===== src/rtl/icache_pkg.sv =====
// Shared types and widths for the instruction cache responder.
// Contents: FSM state enum, line/word geometry, address-field widths and a
// helper that selects one word out of a refill line.
package icache_pkg;

  localparam int unsigned WORD_W         = 32;
  localparam int unsigned WORDS_PER_LINE = 4;
  localparam int unsigned LINE_W         = WORD_W * WORDS_PER_LINE;
  localparam int unsigned PADDR_W        = 30;
  localparam int unsigned OFF_W          = 2;
  localparam int unsigned LADDR_W        = PADDR_W - OFF_W;

  typedef enum logic {
    S_IDLE = 1'b0,
    S_MISS = 1'b1
  } state_e;

  // Word k of a line lives at bits [32k+31:32k]; no byte reordering here.
  function automatic logic [WORD_W-1:0] line_word(input logic [LINE_W-1:0] line,
                                                  input logic [OFF_W-1:0]  off);
    return line[int'(off)*WORD_W +: WORD_W];
  endfunction

endpackage


===== src/rtl/icache_responder_if.sv =====
// Fetch-side and memory-side signal bundle of the instruction cache.
// slave  : cache view (serves fetch requests, issues line refills)
// master : environment view (fetch stage plus instruction memory)
interface icache_responder_if;
  import icache_pkg::*;

  logic               proc_read;
  logic [PADDR_W-1:0] proc_addr;
  logic [WORD_W-1:0]  proc_rdata;
  logic               proc_stall;
  logic               mem_read;
  logic [LADDR_W-1:0] mem_addr;
  logic [LINE_W-1:0]  mem_rdata;
  logic               mem_ready;

  modport slave (
    input  proc_read, proc_addr, mem_rdata, mem_ready,
    output proc_rdata, proc_stall, mem_read, mem_addr
  );

  modport master (
    output proc_read, proc_addr, mem_rdata, mem_ready,
    input  proc_rdata, proc_stall, mem_read, mem_addr
  );

endinterface


===== src/rtl/icache_line_array.sv =====
// Valid/tag/data storage for the direct-mapped cache, built from registers.
// Ports: clk, rst_n; combinational read port (rd_idx -> rd_valid, rd_tag,
// rd_line); synchronous write port (wr_en, wr_idx, wr_tag, wr_line).
// Only the valid bits are reset; tag and data are qualified by valid.
module icache_line_array
  import icache_pkg::*;
#(
  parameter int unsigned NUM_BLOCKS = 8
) (
  input  logic                                clk,
  input  logic                                rst_n,
  input  logic [$clog2(NUM_BLOCKS)-1:0]       rd_idx,
  output logic                                rd_valid,
  output logic [LADDR_W-$clog2(NUM_BLOCKS)-1:0] rd_tag,
  output logic [LINE_W-1:0]                   rd_line,
  input  logic                                wr_en,
  input  logic [$clog2(NUM_BLOCKS)-1:0]       wr_idx,
  input  logic [LADDR_W-$clog2(NUM_BLOCKS)-1:0] wr_tag,
  input  logic [LINE_W-1:0]                   wr_line
);

  localparam int unsigned IDX_W = $clog2(NUM_BLOCKS);
  localparam int unsigned TAG_W = LADDR_W - IDX_W;

  logic [NUM_BLOCKS-1:0] valid_q;
  logic [TAG_W-1:0]      tag_q  [NUM_BLOCKS];
  logic [LINE_W-1:0]     data_q [NUM_BLOCKS];

  // Valid bits: cleared by reset, set by a completed refill.
  always_ff @(posedge clk or negedge rst_n) begin
    if (!rst_n) begin
      valid_q <= '0;
    end else if (wr_en) begin
      valid_q[wr_idx] <= 1'b1;
    end
  end

  // Tag and data payload.
  always_ff @(posedge clk) begin
    if (wr_en) begin
      tag_q[wr_idx]  <= wr_tag;
      data_q[wr_idx] <= wr_line;
    end
  end

  assign rd_valid = valid_q[rd_idx];
  assign rd_tag   = tag_q[rd_idx];
  assign rd_line  = data_q[rd_idx];

endmodule


===== src/rtl/icache_responder.sv =====
// Direct-mapped read-only instruction cache between fetch and instruction
// memory. Hits answer combinationally in the request cycle; a miss stalls,
// refills one 128-bit line over the mem_* handshake, then hits.
// Ports: clk, rst_n (async, active low); bus (icache_responder_if.slave):
// proc_read/proc_addr in, proc_rdata/proc_stall out (combinational),
// mem_read/mem_addr out (registered), mem_rdata/mem_ready in.
// Optional: ICACHE_PERF_EN adds hit_cnt/miss_cnt counter outputs.
module icache_responder
  import icache_pkg::*;
#(
  parameter int unsigned NUM_BLOCKS = 8
) (
  input  logic               clk,
  input  logic               rst_n,
  icache_responder_if.slave  bus
`ifdef ICACHE_PERF_EN
  ,
  output logic [31:0]        hit_cnt,
  output logic [31:0]        miss_cnt
`endif
);

  localparam int unsigned IDX_W = $clog2(NUM_BLOCKS);
  localparam int unsigned TAG_W = LADDR_W - IDX_W;

  state_e               state_q, state_d;
  logic [LADDR_W-1:0]   miss_addr_q, miss_addr_d;
  logic                 mem_read_q;
  logic [LADDR_W-1:0]   mem_addr_q;

  logic [IDX_W-1:0]     req_idx;
  logic [TAG_W-1:0]     req_tag;
  logic [OFF_W-1:0]     req_off;
  logic                 rd_valid;
  logic [TAG_W-1:0]     rd_tag;
  logic [LINE_W-1:0]    rd_line;
  logic                 hit;

  logic                 wr_en;
  logic                 stall_c;
  logic [WORD_W-1:0]    rdata_c;
  logic                 cnt_hit;
  logic                 cnt_miss;

  assign req_off = bus.proc_addr[OFF_W-1:0];
  assign req_idx = bus.proc_addr[OFF_W+IDX_W-1:OFF_W];
  assign req_tag = bus.proc_addr[PADDR_W-1:OFF_W+IDX_W];

  icache_line_array #(
    .NUM_BLOCKS (NUM_BLOCKS)
  ) u_lines (
    .clk      (clk),
    .rst_n    (rst_n),
    .rd_idx   (req_idx),
    .rd_valid (rd_valid),
    .rd_tag   (rd_tag),
    .rd_line  (rd_line),
    .wr_en    (wr_en),
    .wr_idx   (miss_addr_q[IDX_W-1:0]),
    .wr_tag   (miss_addr_q[LADDR_W-1:IDX_W]),
    .wr_line  (bus.mem_rdata)
  );

  assign hit = bus.proc_read & rd_valid & (rd_tag == req_tag);

  // State and registered memory-side outputs.
  always_ff @(posedge clk or negedge rst_n) begin
    if (!rst_n) begin
      state_q     <= S_IDLE;
      miss_addr_q <= '0;
      mem_read_q  <= 1'b0;
      mem_addr_q  <= '0;
    end else begin
      state_q     <= state_d;
      miss_addr_q <= miss_addr_d;
      mem_read_q  <= (state_d == S_MISS);
      mem_addr_q  <= (state_d == S_MISS) ? miss_addr_d : '0;
    end
  end

  // Next state, fetch-side response and refill write strobe.
  always_comb begin
    state_d     = state_q;
    miss_addr_d = miss_addr_q;
    stall_c     = 1'b0;
    rdata_c     = '0;
    wr_en       = 1'b0;
    cnt_hit     = 1'b0;
    cnt_miss    = 1'b0;
    unique case (state_q)
      S_IDLE: begin
        if (bus.proc_read) begin
          if (hit) begin
            rdata_c = line_word(rd_line, req_off);
            cnt_hit = 1'b1;
          end else begin
            stall_c     = 1'b1;
            miss_addr_d = bus.proc_addr[PADDR_W-1:OFF_W];
            state_d     = S_MISS;
            cnt_miss    = 1'b1;
          end
        end
      end
      S_MISS: begin
        // proc_addr is ignored here; the refill targets the latched line.
        stall_c = 1'b1;
        if (bus.mem_ready) begin
          wr_en   = 1'b1;
          state_d = S_IDLE;
        end
      end
      default: state_d = S_IDLE;
    endcase
  end

  // Fetch outputs are forced quiet while reset is asserted.
  assign bus.proc_stall = stall_c & rst_n;
  assign bus.proc_rdata = rst_n ? rdata_c : '0;
  assign bus.mem_read   = mem_read_q;
  assign bus.mem_addr   = mem_addr_q;

`ifdef ICACHE_PERF_EN
  // Hit and miss event counters, wrapping at 2^32.
  always_ff @(posedge clk or negedge rst_n) begin
    if (!rst_n) begin
      hit_cnt  <= '0;
      miss_cnt <= '0;
    end else begin
      if (cnt_hit)  hit_cnt  <= hit_cnt + 32'd1;
      if (cnt_miss) miss_cnt <= miss_cnt + 32'd1;
    end
  end
`endif

endmodule

===== src/flat_wrapper.sv =====
// flat-port wrapper written by rule: the top's interface ports become plain ports
module icache_responder_flat import icache_pkg::*;
#(
  parameter int unsigned NUM_BLOCKS = 8
)
  (clk, rst_n, bus_proc_read, bus_proc_addr, bus_mem_rdata, bus_mem_ready, bus_proc_rdata, bus_proc_stall, bus_mem_read, bus_mem_addr);
  icache_responder_if bus_i ();
  input  logic clk;
  input  logic rst_n;
  input wire logic [$bits(bus_i.proc_read)-1:0] bus_proc_read;
  input wire logic [$bits(bus_i.proc_addr)-1:0] bus_proc_addr;
  input wire logic [$bits(bus_i.mem_rdata)-1:0] bus_mem_rdata;
  input wire logic [$bits(bus_i.mem_ready)-1:0] bus_mem_ready;
  output wire logic [$bits(bus_i.proc_rdata)-1:0] bus_proc_rdata;
  output wire logic [$bits(bus_i.proc_stall)-1:0] bus_proc_stall;
  output wire logic [$bits(bus_i.mem_read)-1:0] bus_mem_read;
  output wire logic [$bits(bus_i.mem_addr)-1:0] bus_mem_addr;
  assign bus_i.proc_read = bus_proc_read;
  assign bus_i.proc_addr = bus_proc_addr;
  assign bus_i.mem_rdata = bus_mem_rdata;
  assign bus_i.mem_ready = bus_mem_ready;
  assign bus_proc_rdata = bus_i.proc_rdata;
  assign bus_proc_stall = bus_i.proc_stall;
  assign bus_mem_read = bus_i.mem_read;
  assign bus_mem_addr = bus_i.mem_addr;
  icache_responder #(.NUM_BLOCKS(NUM_BLOCKS)) u_core (.clk(clk), .rst_n(rst_n), .bus(bus_i));
endmodule

===== config.mk =====
export PLATFORM = sky130hd
export DESIGN_NAME = icache_responder_flat
export DESIGN_NICKNAME = d
export VERILOG_FILES = /design/src/rtl/icache_pkg.sv /design/src/rtl/icache_responder_if.sv /design/src/rtl/icache_line_array.sv /design/src/rtl/icache_responder.sv /design/src/flat_wrapper.sv
export SDC_FILE = /design/constraint.sdc
export NUM_CORES = 1
export LEC_CHECK = 0
export BUFFER_PORTS_ARGS = -buffer_cell sky130_fd_sc_hd__buf_2
export CAP_MARGIN = 10
export CORE_MARGIN = 2
export CORE_UTILIZATION = 50
export CTS_BUF_LIST = sky130_fd_sc_hd__clkbuf_2 sky130_fd_sc_hd__clkbuf_4 sky130_fd_sc_hd__clkbuf_8
export CTS_CLUSTER_DIAMETER = 120
export CTS_CLUSTER_SIZE = 14
export DETAILED_ROUTE_END_ITERATION = 10
export GPL_ROUTABILITY_DRIVEN = 1
export HOLD_SLACK_MARGIN = 0.06
export PLACE_DENSITY = 0.67
export SLEW_MARGIN = 20
export SYNTH_ARGS = -nofsm -noshare
export SYNTH_HDL_FRONTEND = slang
export SYNTH_SLANG_ARGS = --single-unit

===== constraint.sdc =====
create_clock -name clk -period 14.2 [get_ports clk]
set_clock_uncertainty 0.1 [all_clocks]
set_input_delay 1.42 -clock clk [delete_from_list [all_inputs] [get_ports clk]]
set_output_delay 1.42 -clock clk [all_outputs]
set_load 0.02 [all_outputs]

==> results.sh <==
export IMPL_clock_latency_ns=0.77
export IMPL_relSlewSlack=0.2564
export IMPL_cts_num_sinks=1289
export IMPL_design_area_um2=53670
export IMPL_yosysWarnings=0
export IMPL_area_delta_synth_final_pct=9.009
export IMPL_grt_pass1_vias=22990
export IMPL_drv_slew=0
export IMPL_clk_pin_slew_ns=0.09
export IMPL_setup_ws_ns=6.635
export IMPL_syn_area_per_cell_um2=23.58
export IMPL_ys_seq_area_frac=0.7795
export IMPL_tns_ns=0
export IMPL_port_buffer_count=223
export IMPL_power_density_nw_per_um2=128.1
export IMPL_leakagePower_nw=17.37
export IMPL_dp_worst_setup_slack_ns=6.507
export IMPL_critPathLaunchType="input port"
export IMPL_drive_gt1_frac=0.3363
export IMPL_critical_path_top_delay_family="buffers and inverters"
export IMPL_die_x_um=317.8
export IMPL_synth_top_cells_by_area="edfxtp_1, mux4_2, dfrtp_1"
export IMPL_antenna_found_initial=39
export IMPL_timing_critical_path_buf_inv=5
export IMPL_finalSetupViolations=0
export IMPL_worstSetupEndpointType="output port"
export IMPL_final_hold_viol_count=0
export IMPL_ys_flop_type="edfxtp_1"
export IMPL_via_per_inst=5.959
export IMPL_cts_resized=0
export IMPL_htreeDepth=3
export IMPL_initial_core_util=0.5025
export IMPL_cts_setup_buffers=0
export IMPL_synth_seq_cells=1289
export IMPL_min_period_ns=7.565
export IMPL_syn_nets=2250
export IMPL_grt_max_degree=118
export IMPL_cts_root_buf="clkbuf_8"
export IMPL_clockBufferDepth=3
export IMPL_nets=2507
export IMPL_instances_no_fill=3679
export IMPL_cts_buffers=102
export IMPL_async_flop_share=0.05043
export IMPL_fill_cells=7169
export IMPL_dp_hpwl_mm=55.12
export IMPL_yosysTopAreaCell="edfxtp_1"
export IMPL_ir_drop_mv=0.07115
export IMPL_drc_errors=0
export IMPL_netlist_instances=2088
export IMPL_ctsHoldBuffers=0
export IMPL_multi_input_area_um2=10340
export IMPL_synth_cell_types=40
export IMPL_cts_tree="yes"
export IMPL_ant_nets=0
export IMPL_regArea_um2=38380
export IMPL_worst_path_stages=12
export IMPL_rsz0062_at_grt="no"
export IMPL_grt_pass1_wl_mm=152.2
export IMPL_dp_cells=3528
export IMPL_synth_top_area_share=0.7465
export IMPL_routabilityCongestion=0.7292
export IMPL_max_stage_delay_ns=0.84
export IMPL_first_pass_iters=5
export IMPL_post_route_util=0.5477
export IMPL_tightest_slew_ns=1.115
export IMPL_crit_top_cell="buf_4"
export IMPL_rr_worst_depth=5
export IMPL_rows=115
export IMPL_totalWireLength_mm=102.5
export IMPL_gr_total_overflow=0
export IMPL_finalCritPeriodShare=0.5327
export IMPL_status="finished clean"
export IMPL_fmax_ghz=0.1322
export IMPL_path_cells="buf_8 > buf_4 > buf_4 > mux4_2 > mux2i_1 > xnor2_1 > nand4_1 > nor2_1 > nand4_1 > buf_4 > nor2_1 > buf_2"
export IMPL_cpMaxStageDelayCell="buf_4"
export IMPL_crit_type="in -> out"
export IMPL_worstHoldPathCells=1
export IMPL_avgRoutedWirePerCell_um=27.86
export IMPL_track_usage=0.2052
export IMPL_cp_arrival_ns=6.04
export IMPL_place_area_um2=51920
export IMPL_vias=21924
export IMPL_drtIter0Drc=2080
export IMPL_fp_dieH_um=317.8
export IMPL_drv_cap=0
export IMPL_core_area_um2=97990
export IMPL_ios=224
export IMPL_netlist_area_um2=49240
export IMPL_cp_required_ns=12.68
export IMPL_worstPathMaxFanout=67
export IMPL_min_path_type="reg -> reg"
export IMPL_synth_edf_count=1224
export IMPL_dieArea_um2=101000
==> flip-flops by register name, summed over array words and instances, names as in the netlist <==
| name | cells |
|---|---|
| u_core.u_lines.valid_q | 8 |
| u_core.u_lines.tag_q | 200 |
| u_core.state_q | 1 |
| u_core.miss_addr_q | 28 |
| u_core.u_lines.data_q | 1024 |
| u_core.bus.mem_addr | 28 |
==> cell usage in the layout (no fill, tap or decap), types with 3 or more instances in the layout <==
cell type	instances
nor2_1	34
a21oi_1	8
nor2b_1	4
or2_2	8
dfrtp_1	65
mux2_1	3
mux4_2	350
clkbuf_4	31
nand4_1	4
buf_6	3
nor2_4	6
or3_1	4
mux2i_1	85
nand2_1	33
inv_1	30
xnor2_1	13
diode_2	10
buf_2	219
buf_4	27
o21ai_0	32
and3_1	7
edfxtp_1	1224
clkbuf_8	103
mux2_4	20
a22o_1	5
mux2_2	11
o22ai_1	4
a22oi_1	14
buf_12	6
==> per-layer routing <==
| metal | GRT usage | vias up | part of all wire |
|---|---|---|---|
| met2 | 0.3215 | 682 | 0.48 |
| li1 | - | 9245 | - |
| met4 | 0.05460 | 44 | 0.019 |
| met5 | 0 | - | 0.0027 |
| met1 | 0.2924 | 11795 | 0.43 |
| met3 | 0.05025 | 158 | 0.075 |
==> cell families (layout without fill, tap and decap cells) <==
kind of cell | after synthesis | after routing | share of synthesized area
multiplexers | 469 | 469 | 0.1867
flip-flops | 1289 | 1289 | 0.7795
buffers and inverters | 134 | 428 | 0.01179
other | 0 | 10 | 0
AND/OR/NAND/NOR | 112 | 112 | 0.01077
XOR/XNOR | 13 | 13 | 0.002313
AO/OA/AOI/OAI | 71 | 71 | 0.008894
==> power by group <==
group,total (mW),internal (mW),switching [mW]
Combinational,0.551,0.231,0.320
Clock,1.88,0.748,1.13
Sequential,4.45,4.36,0.0803
==> per-stage QoR <==
step	hold WS, ns	total power, mW
2_1_floorplan	0.3337	4.886
3_3_place_gp	0.3457	5.070
3_5_place_dp	0.3537	5.094
4_1_cts	0.3762	6.955
5_1_grt	0.3902	7.138
6_report	0.3740	6.875
==> worst paths after layout <==
| check | startpoint | slack, ns | end |
|---|---|---|---|
| setup reg to reg | u_core.state_q | 10.02 | u_core.u_lines.data_q[3][108] |
| hold / removal | u_core.u_lines.valid_q[2] | 0.37 | u_core.u_lines.valid_q[2] |
| hold reg to reg | u_core.u_lines.valid_q[2] | 0.37 | u_core.u_lines.valid_q[2] |
| min in group asynchronous | rst_n | 0.75 | u_core.miss_addr_q[15] |
| setup / recovery | bus_proc_addr[2] | 6.64 | bus_proc_rdata[7] |
| max in group asynchronous | rst_n | 12.68 | u_core.miss_addr_q[20] |
==> synth_stat cells (3+ instances only) <==
master,count
or2_2,8
nand2_1,33
clkbuf_1,43
buf_6,6
or3_1,4
xnor2_1,13
a22oi_1,14
o21ai_0,32
edfxtp_1,1224
and3_1,7
buf_1,39
mux4_2,350
buf_2,11
a22o_1,5
buf_4,5
nand4_1,4
nor2b_1,5
mux2i_1,85
inv_1,30
o22ai_1,4
a21oi_1,8
nor2_1,40
dfrtp_1,65
mux2_4,20
mux2_1,3
mux2_2,11
==> cell type report <==
| type | count | area share |
|---|---|---|
| antenna | 10 | 0.0004662 |
| clock buffer | 134 | 0.03075 |
| clock inverter | 7 | 0.001329 |
| inverter | 30 | 0.002098 |
| multi-input combinational | 665 | 0.1926 |
| sequential | 1289 | 0.7151 |
| tap | 1287 | 0.03000 |
| timing repair buffer | 257 | 0.02762 |
(Power assumes the default switching activity.)
